<file path="src/rtl/mmcm_div_pkg.sv">
// Shared types for the MMCM divide request sequencer: FSM states, field widths,
// and the divide-to-counter-field encoding.
package mmcm_div_pkg;

  localparam int DIV_W  = 7;
  localparam int TIME_W = 6;

  typedef enum logic [2:0] {
    ST_IDLE,
    ST_CHECK,
    ST_WAIT_READY,
    ST_START,
    ST_WAIT_DONE,
    ST_WAIT_LOCK
  } state_t;

  typedef struct packed {
    logic [TIME_W-1:0] high_time;
    logic [TIME_W-1:0] low_time;
    logic              edge_bit;
    logic              no_count;
  } div_fields_t;

  // Divide-by-1 bypasses the counter, so it gets a fixed 1/1 encoding.
  function automatic div_fields_t encode_div(input logic [DIV_W-1:0] d);
    div_fields_t f;
    if (d == DIV_W'(1)) begin
      f.high_time = TIME_W'(1);
      f.low_time  = TIME_W'(1);
      f.edge_bit  = 1'b0;
      f.no_count  = 1'b1;
    end else begin
      f.high_time = d[DIV_W-1:1];
      f.low_time  = TIME_W'(d - {1'b0, d[DIV_W-1:1]});
      f.edge_bit  = d[0];
      f.no_count  = 1'b0;
    end
    return f;
  endfunction

endpackage

</file>
<file path="src/rtl/mmcm_div_encode.sv">
// Combinational divide-to-field encoder for one MMCM counter.
module mmcm_div_encode
  import mmcm_div_pkg::*;
(
  input  logic [DIV_W-1:0] div,
  output div_fields_t      fields
);

  assign fields = encode_div(div);

endmodule

</file>
<file path="src/rtl/mmcm_div_ctrl.sv">
// Divide request sequencer in front of the DRP reconfig engine.
// Optional lock timeout enabled by defining MMCM_DIV_CTRL_LOCK_TIMEOUT_EN.
module mmcm_div_ctrl
  import mmcm_div_pkg::*;
#(
  parameter int DIV_MAX      = 126,
  parameter int DEF_DIV_OUT0 = 20,
  parameter int DEF_DIV_FB   = 20,
  parameter int LOCK_STABLE  = 8,
  parameter int LOCK_TIMEOUT = 65535
) (
  input  logic              clk,
  input  logic              rst,
  input  logic              req_valid,
  output logic              req_ready,
  input  logic [DIV_W-1:0]  req_div_out0,
  input  logic [DIV_W-1:0]  req_div_fb,
  input  logic              reconfig_ready,
  input  logic              reconfig_done,
  input  logic              mmcm_locked,
  output logic              start_reconfig,
  output logic [TIME_W-1:0] clkout0_high_time,
  output logic [TIME_W-1:0] clkout0_low_time,
  output logic              clkout0_edge,
  output logic              clkout0_no_count,
  output logic [TIME_W-1:0] clkfbout_high_time,
  output logic [TIME_W-1:0] clkfbout_low_time,
  output logic              clkfbout_edge,
  output logic              clkfbout_no_count,
  output logic              busy,
  output logic              done,
  output logic              err_range,
  output logic              err_lock
);

  localparam logic [DIV_W-1:0] DIV_MAX_V = DIV_W'(DIV_MAX);
  localparam div_fields_t      DEF_OUT0  = encode_div(DIV_W'(DEF_DIV_OUT0));
  localparam div_fields_t      DEF_FB    = encode_div(DIV_W'(DEF_DIV_FB));
  localparam int               CNT_W     = $clog2(LOCK_STABLE + 1);
  localparam logic [CNT_W-1:0] STABLE_V  = CNT_W'(LOCK_STABLE);

  state_t            state_q, state_d;
  logic [DIV_W-1:0]  div_out0_q, div_out0_d, div_fb_q, div_fb_d;
  div_fields_t       out0_q, out0_d, fb_q, fb_d;
  div_fields_t       enc_out0, enc_fb;
  logic [CNT_W-1:0]  stable_q, stable_d, stable_inc;
  logic              req_ready_q, req_ready_d, busy_q, busy_d;
  logic              start_q, start_d, done_q, done_d, err_range_q, err_range_d;
  logic              in_range;
`ifdef MMCM_DIV_CTRL_LOCK_TIMEOUT_EN
  logic [15:0]       tmo_q, tmo_d;
  logic              err_lock_q, err_lock_d;
`endif

  mmcm_div_encode u_enc_out0 (.div(div_out0_q), .fields(enc_out0));
  mmcm_div_encode u_enc_fb   (.div(div_fb_q),   .fields(enc_fb));

  assign in_range   = (div_out0_q != '0) && (div_out0_q <= DIV_MAX_V) &&
                      (div_fb_q   != '0) && (div_fb_q   <= DIV_MAX_V);
  assign stable_inc = stable_q + 1'b1;

  always_comb begin
    state_d     = state_q;
    div_out0_d  = div_out0_q;
    div_fb_d    = div_fb_q;
    out0_d      = out0_q;
    fb_d        = fb_q;
    stable_d    = stable_q;
    start_d     = 1'b0;
    done_d      = 1'b0;
    err_range_d = 1'b0;
`ifdef MMCM_DIV_CTRL_LOCK_TIMEOUT_EN
    tmo_d       = tmo_q;
    err_lock_d  = 1'b0;
`endif
    case (state_q)
      ST_IDLE: begin
        if (req_valid && req_ready_q) begin
          div_out0_d = req_div_out0;
          div_fb_d   = req_div_fb;
          state_d    = ST_CHECK;
        end
      end
      ST_CHECK: begin
        if (in_range) begin
          out0_d  = enc_out0;
          fb_d    = enc_fb;
          state_d = ST_WAIT_READY;
        end else begin
          err_range_d = 1'b1;
          state_d     = ST_IDLE;
        end
      end
      ST_WAIT_READY: begin
        if (reconfig_ready) begin
          start_d = 1'b1;
          state_d = ST_START;
        end
      end
      ST_START: state_d = ST_WAIT_DONE;
      ST_WAIT_DONE: begin
        // A lock already high here is stale; counting begins in WAIT_LOCK.
        if (reconfig_done) begin
          stable_d = '0;
`ifdef MMCM_DIV_CTRL_LOCK_TIMEOUT_EN
          tmo_d    = '0;
`endif
          state_d  = ST_WAIT_LOCK;
        end
      end
      ST_WAIT_LOCK: begin
        stable_d = mmcm_locked ? stable_inc : '0;
        if (mmcm_locked && (stable_inc == STABLE_V)) begin
          done_d  = 1'b1;
          state_d = ST_IDLE;
        end
`ifdef MMCM_DIV_CTRL_LOCK_TIMEOUT_EN
        else begin
          tmo_d = tmo_q + 16'd1;
          if (tmo_d == 16'(LOCK_TIMEOUT)) begin
            err_lock_d = 1'b1;
            state_d    = ST_IDLE;
          end
        end
`endif
      end
      default: state_d = ST_IDLE;
    endcase
    req_ready_d = (state_d == ST_IDLE);
    busy_d      = (state_d != ST_IDLE);
  end

  always_ff @(posedge clk or posedge rst) begin
    if (rst) begin
      state_q     <= ST_IDLE;
      div_out0_q  <= DIV_W'(DEF_DIV_OUT0);
      div_fb_q    <= DIV_W'(DEF_DIV_FB);
      out0_q      <= DEF_OUT0;
      fb_q        <= DEF_FB;
      stable_q    <= '0;
      req_ready_q <= 1'b1;
      busy_q      <= 1'b0;
      start_q     <= 1'b0;
      done_q      <= 1'b0;
      err_range_q <= 1'b0;
`ifdef MMCM_DIV_CTRL_LOCK_TIMEOUT_EN
      tmo_q       <= '0;
      err_lock_q  <= 1'b0;
`endif
    end else begin
      state_q     <= state_d;
      div_out0_q  <= div_out0_d;
      div_fb_q    <= div_fb_d;
      out0_q      <= out0_d;
      fb_q        <= fb_d;
      stable_q    <= stable_d;
      req_ready_q <= req_ready_d;
      busy_q      <= busy_d;
      start_q     <= start_d;
      done_q      <= done_d;
      err_range_q <= err_range_d;
`ifdef MMCM_DIV_CTRL_LOCK_TIMEOUT_EN
      tmo_q       <= tmo_d;
      err_lock_q  <= err_lock_d;
`endif
    end
  end

`ifdef MMCM_DIV_CTRL_LOCK_TIMEOUT_EN
  assign err_lock = err_lock_q;
`else
  // Constant low; the term keeps LOCK_TIMEOUT referenced when the timeout is compiled out.
  assign err_lock = (LOCK_TIMEOUT < 0);
`endif

  assign req_ready          = req_ready_q;
  assign busy               = busy_q;
  assign start_reconfig     = start_q;
  assign done               = done_q;
  assign err_range          = err_range_q;
  assign clkout0_high_time  = out0_q.high_time;
  assign clkout0_low_time   = out0_q.low_time;
  assign clkout0_edge       = out0_q.edge_bit;
  assign clkout0_no_count   = out0_q.no_count;
  assign clkfbout_high_time = fb_q.high_time;
  assign clkfbout_low_time  = fb_q.low_time;
  assign clkfbout_edge      = fb_q.edge_bit;
  assign clkfbout_no_count  = fb_q.no_count;

endmodule

</file>
<file path="config.mk">
export PLATFORM = sky130hd
export DESIGN_NAME = mmcm_div_ctrl
export DESIGN_NICKNAME = d
export VERILOG_FILES = /design/src/rtl/mmcm_div_pkg.sv /design/src/rtl/mmcm_div_encode.sv /design/src/rtl/mmcm_div_ctrl.sv
export SDC_FILE = /design/constraint.sdc
export NUM_CORES = 1
export LEC_CHECK = 0
export ABC_AREA = 1
export BUFFER_PORTS_ARGS = -buffer_cell sky130_fd_sc_hd__buf_2
export CORE_MARGIN = 5
export CORE_UTILIZATION = 30
export CTS_BUF_LIST = sky130_fd_sc_hd__clkbuf_16
export CTS_CLUSTER_DIAMETER = 80
export DETAILED_ROUTE_END_ITERATION = 8
export PLACE_DENSITY = 0.56
export SKIP_LAST_GASP = 1
export SLEW_MARGIN = 20
export SYNTH_ARGS = -nofsm -noshare
export SYNTH_HDL_FRONTEND = slang
export SYNTH_SLANG_ARGS = --single-unit
</file>
<file path="constraint.sdc">
create_clock -name clk -period 2.2 [get_ports clk]
set_clock_uncertainty 0.05 [all_clocks]
set_input_delay 0.33 -clock clk [delete_from_list [all_inputs] [get_ports clk]]
set_output_delay 0.33 -clock clk [all_outputs]
set_load 0.05 [all_outputs]
</file>
==> results of run 1 <==
-- worst paths after layout --
| kind | endpoint | slack, ns | cells past startpoint |
|---|---|---|---|
| setup / recovery | clkfbout_no_count | 0.25 | 9 |
| hold / removal | clkout0_high_time[4] | 0.02 | 3 |
| setup reg to reg | clkfbout_no_count | 0.25 | 9 |
| hold reg to reg | clkout0_high_time[1] | 0.42 | 2 |
| max in group asynchronous | div_fb_q[2] | 1.76 | 3 |
| min in group clk | start_reconfig | 0.21 | 3 |
-- state kept, by name, summed over array words and instances (netlist names), 3 cells and up --
name and count:
clkout0_high_time 6, clkfbout_low_time 6, div_fb_q 7, state_q 3
stable_q 4, clkout0_low_time 6, clkfbout_high_time 6, div_out0_q 7
-- synthesized netlist by cell type --
| library cell | n | area share |
|---|---|---|
| a21oi_1 | 19 | 0.031 |
| a31oi_1 | 1 | 0.0020 |
| a32o_1 | 1 | 0.0032 |
| buf_4 | 2 | 0.0048 |
| buf_6 | 5 | 0.018 |
| conb_1 | 1 | 0.0012 |
| dfrtp_1 | 41 | 0.33 |
| dfstp_2 | 13 | 0.11 |
| fa_1 | 2 | 0.013 |
| ha_1 | 32 | 0.13 |
| inv_1 | 42 | 0.051 |
| inv_2 | 4 | 0.0048 |
| nand2_1 | 63 | 0.076 |
| nand2_2 | 10 | 0.020 |
| nand2_4 | 2 | 0.0073 |
| nand3_1 | 12 | 0.019 |
| nand3_2 | 1 | 0.0032 |
| nand4_1 | 9 | 0.018 |
| nand4_2 | 1 | 0.0040 |
| nor2_1 | 30 | 0.036 |
| nor2_2 | 1 | 0.0020 |
| nor2_4 | 1 | 0.0036 |
| nor2_8 | 1 | 0.0065 |
| nor3_1 | 2 | 0.0032 |
| nor3_4 | 1 | 0.0052 |
| o21a_1 | 2 | 0.0048 |
| o21ai_0 | 4 | 0.0065 |
| o21ai_2 | 24 | 0.068 |
| o21ai_4 | 1 | 0.0052 |
| xor2_1 | 4 | 0.011 |
-- logic make-up after synthesis --
family                   Yosys count  synth area share
flip-flops                        54            0.4411
buffers and inverters             53           0.07869
AND/OR/NAND/NOR                  134            0.2054
other                              1          0.001209
XOR/XNOR                           4           0.01130
adder cells (fa/ha/maj)           34            0.1420
AO/OA/AOI/OAI                     52            0.1203
-- final cells by class --
| class | count | share of cell area |
|---|---|---|
| clock inverter | 3 | 0.01092 |
| tap | 136 | 0.04640 |
| inverter | 46 | 0.04708 |
| timing repair buffer | 56 | 0.08257 |
| multi-input combinational | 225 | 0.4060 |
| sequential | 54 | 0.3729 |
| clock buffer | 5 | 0.03412 |
-- critical path, cell delays in order (launching register included) --
cell     delay (ns)
dfstp_2        0.55
inv_1          0.12
ha_1           0.27
nand2_2        0.07
nor2_1         0.05
nor2_4         0.13
nand3_2        0.13
nor2_8         0.17
nand2_4        0.15
o21a_1         0.14
-- placed cells by master, fill, tap and decap left out, types with 2 or more instances in the layout --
cell type,synthesis,final
nand4_1,9,9
nand3_1,12,12
nand2_1,63,63
clkinv_2,0,2
inv_1,42,41
o21a_1,2,2
buf_2,0,52
inv_2,4,5
xor2_1,4,4
dfrtp_1,41,41
o21ai_0,4,4
nor3_1,2,2
dfstp_2,13,13
nand2_2,10,10
fa_1,2,2
a21oi_1,19,19
nand2_4,2,2
ha_1,32,32
buf_4,2,3
nor2_1,30,30
o21ai_2,24,24
clkbuf_16,0,5
-- per-layer routing --
layer | GRT usage | routed length [µm] | vias up
li1 | - | - | 1171
met1 | 0.1560 | 3394 | 1056
met2 | 0.1551 | 2662 | 44
met3 | 0.02717 | 290 | 8
met4 | 0.03082 | 81 | 0
met5 | 0 | 0 | -
-- through the flow --
stage / instance area (µm²) / instances / hold WS [ns]
after floorplan: 3100 / 332 / 0.4026
after global placement: 3502 / 517 / 0.3575
after detailed placement: 3502 / 517 / 0.3607
after CTS: 3667 / 525 / 0.05485
after global routing: 3667 / 525 / 0.06164
final: 3667 / 525 / 0.02128
==> out/qor.yml, run 1 <==
hold_viol: 0
grt_pass1_wl_um: 11210
synth.net_count: 386
cap_violations: 0
tritoncts: "built"
cts_setup_buffers: 0
detail_route.first_pass.iterations: 4
viasPerCell: 4.341
drt-total-wl_um: 6428
fmax_mhz: 513.7
ys_types: 30
grt_pass1_vias: 2301
yosys_warnings: 0
grt_overflow: 0
cts.htree.levels: 2
io_pins: 54
coreArea_um2: 10180
nFillCells: 1064
clk_path_buf_depth: 2
numCtsBuffers: 5
pre_cts_ws_ns: 0.2286
ant_nets: 0
worstSetupStartpoint: "div_fb_q[4]"
syn_area_um2: 3100
cts-root-buf: "clkbuf_16"
diodes: 0
fp.dieH_um: 111.7
synth_cells: 332
ys_seq_area_frac: 0.4411
crit_path_end_kind: "flip-flop"
rsz0062_at_grt: "false"
period_share: 0.8848
start_util: 0.3044
final_layout_size_suffix_gt1_frac: 0.3213
regArea_um2: 1368
cts_sinks: 54
num_vias: 2279
antenna_found_initial: 0
grt_max_degree: 55
wl_per_cell_um: 12.24
setup_viol: 0
startpoint_type: "flip-flop"
period_needed_ns: 1.947
cts_resized: 0
min_path_type: "input pin to async pin"
synthToLayoutAreaGrowth_pct: 18.28
crit_type: "flip-flop to flip-flop"
r2r_start: "div_fb_q[4]"
clk_latency_ns: 0.28
drc: 0
arrival_ns: 2.08
fp.dieW_um: 111.7
multiInputGateArea_um2: 1489
crit_required_ns: 2.33
synth_area_per_cell_um2: 9.339
ys_seq_elements: 54
tns_ns: 0
nNetsFinal: 442
worst_slack_ns: 0.2535
hold_buffers: 0
slew_violations: 0
dpl.hpwl_um: 4983
core.rowCount: 37
routabilityCongestion: 0.8700
io_buffers: 52
status: "complete, no violations"
die_area_um2: 12470
grt_usage: 0.1066
critical_path.max_fanout: 10
dr.first_iter.drc_count: 79
clk_pin_slew_ns: 0.07
final_core_util: 0.3601
Power of run 1 is left out: the tool's default activity adds up to more than one toggle a clock period on the data nets, which glitch-free logic cannot reach.
==> inputs of run 2 (changes only) <==
Clock period 2.2 ns to 1.9 ns, I/O delays scaled along.
==> run 2 against run 1 <==
Compared with the run above:
- die area is the same
- via count grew 2.0%
- core utilization increased by 1.1 points
- global-route usage rose by 0.66 points
- non-clock buffer count increased by 11
==> out/qor.yml, run 2 (synthesized netlist as in run 1, its figures left out) <==
slew_violations: 0  # unchanged
fmax_mhz: 548.2  # +6.7%
grt_pass1_wl_um: 11500  # +2.6%
wl_met1_um: 3433  # +1.1%
status: "complete, no violations"
worstHoldStart: "reconfig_ready"
clk_pin_slew_ns: 0.07  # about the same
rsz0062_at_grt: "true"
final_layout_size_suffix_gt1_frac: 0.3416  # +0.02031
detail_route.first_pass.iterations: 4  # unchanged
die_area_um2: 12470  # unchanged
fp.dieH_um: 111.7  # unchanged
start_util: 0.3044  # unchanged
viasPerCell: 4.330  # -0.26%
nNetsFinal: 454  # +2.7%
synthToLayoutAreaGrowth_pct: 21.95
grt_pass1_vias: 2375  # +3.2%
cts.htree.levels: 2  # unchanged
routabilityCongestion: 0.8574  # -1.4%
cts_sinks: 54  # unchanged
cap_violations: 0  # unchanged
whs_endpoint: "start_reconfig"
arrival_ns: 1.96  # -0.12 ns
drt-total-wl_um: 6815  # +6.0%
clk_path_buf_depth: 2  # unchanged
holdPathStages: 3
setup_viol: 0  # unchanged
dr_wl_met2_um: 2969  # +12%
core.rowCount: 37  # unchanged
layout_commonest_cell: "nand2_1"
grt_usage: 0.1132  # +0.006607
clk_latency_ns: 0.30  # +0.02 ns
rr_worst_depth: 10  # +1
tns_ns: 0  # unchanged
fp.dieW_um: 111.7  # unchanged
r2r_start: "div_fb_q[4]"
wl_per_cell_um: 12.69  # +3.7%
largestRegisters: "div_fb_q (7), div_out0_q (7)"
layout_common_cells: "63 x nand2_1, 52 x buf_2, 41 x inv_1, 41 x dfrtp_1"
period_share: 0.9600  # +0.07521
drc: 0  # unchanged
r2r-end: "clkout0_no_count"
crit_path_end_kind: "flip-flop"
diodes: 0  # unchanged
min_path_type: "input pin to flip-flop"
numCtsBuffers: 5  # unchanged
grt_overflow: 0  # unchanged
critical_path.max_fanout: 5  # -5
grt_max_degree: 55  # unchanged
antenna_found_initial: 0  # unchanged
coreArea_um2: 10180  # unchanged
ant_nets: 0  # unchanged
cts-root-buf: "clkbuf_16"
num_vias: 2325  # +2.0%
io_pins: 54  # unchanged
tritoncts: "built"
nFillCells: 1065  # +0.094%
crit_required_ns: 2.03  # -0.30 ns
startpoint_type: "flip-flop"
dpl.hpwl_um: 5242  # +5.2%
dr.max_layer_used: "met4"
io_buffers: 52  # unchanged
hold_viol: 0  # unchanged
wl_met3_um: 277  # -4.5%
whs_ns: 0.1499  # +0.1286 ns
dr.first_iter.drc_count: 49  # -38%
reg2reg_slack_ns: 0.08  # -0.18 ns
period_needed_ns: 1.824  # -0.1225 ns
crit_type: "flip-flop to flip-flop"
## run 2: worst max-delay path, stage by stage, from the launching register on
cell and delay [ns]:
dfstp_2 0.55, inv_1 0.06, ha_1 0.23, nand2_2 0.07, nor2_1 0.06, nor2_4 0.15
nand3_4 0.10, nor2_8 0.13, buf_12 0.14, nand2_8 0.06, o21a_1 0.12
## run 2: how the worst max path moves through the flow
stage,from,to,slack [ns],depth (start not counted)
2_1_floorplan,div_fb_q[2],clkfbout_no_count,0.14,9
3_3_place_gp,div_fb_q[2],clkout0_no_count,0.09,9
3_5_place_dp,div_fb_q[2],clkfbout_no_count,0.05,9
5_1_grt,div_fb_q[0],clkfbout_low_time[4],-0.03,10
4_1_cts,div_fb_q[2],clkfbout_no_count,0.04,9
6_report,div_fb_q[4],clkout0_no_count,0.08,10
## run 2: layer usage
metal,GRT usage,up-vias
met1,0.1594,1074
met5,0,-
li1,-,1200
met2,0.1675,44
met3,0.02283,7
met4,0.05109,0
## run 2: layout make-up
cell class / count / area [µm²] / share of cell area
tap: 136 / 170.2 / 0.04500
sequential: 54 / 1368 / 0.3617
multi-input combinational: 226 / 1521 / 0.4024
clock buffer: 5 / 125.1 / 0.03309
clock inverter: 3 / 11.26 / 0.002978
inverter: 46 / 172.7 / 0.04567
timing repair buffer: 67 / 412.9 / 0.1092
## run 2: what timing repair did
item                                    CTS  global route
gates resized for setup                   0             6
endpoints found under the setup margin    0            19
setup buffers                             0             2
hold buffers                              1             0
endpoints found under the hold margin    17             0
## run 2: stage by stage
| step | std cells | instance area [µm²] | utilization | setup WS, ns |
|---|---|---|---|---|
| floorplan | 332 | 3100 | - | 0.1420 |
| global placement | 525 | 3575 | 0.3510 | 0.09057 |
| detailed placement | 525 | 3575 | 0.3510 | 0.04565 |
| CTS | 534 | 3721 | 0.3654 | 0.03772 |
| global route | 537 | 3781 | 0.3713 | -0.02881 |
| finish | 537 | 3781 | 0.3713 | 0.07600 |
Power of run 2 is left out for the same reason.
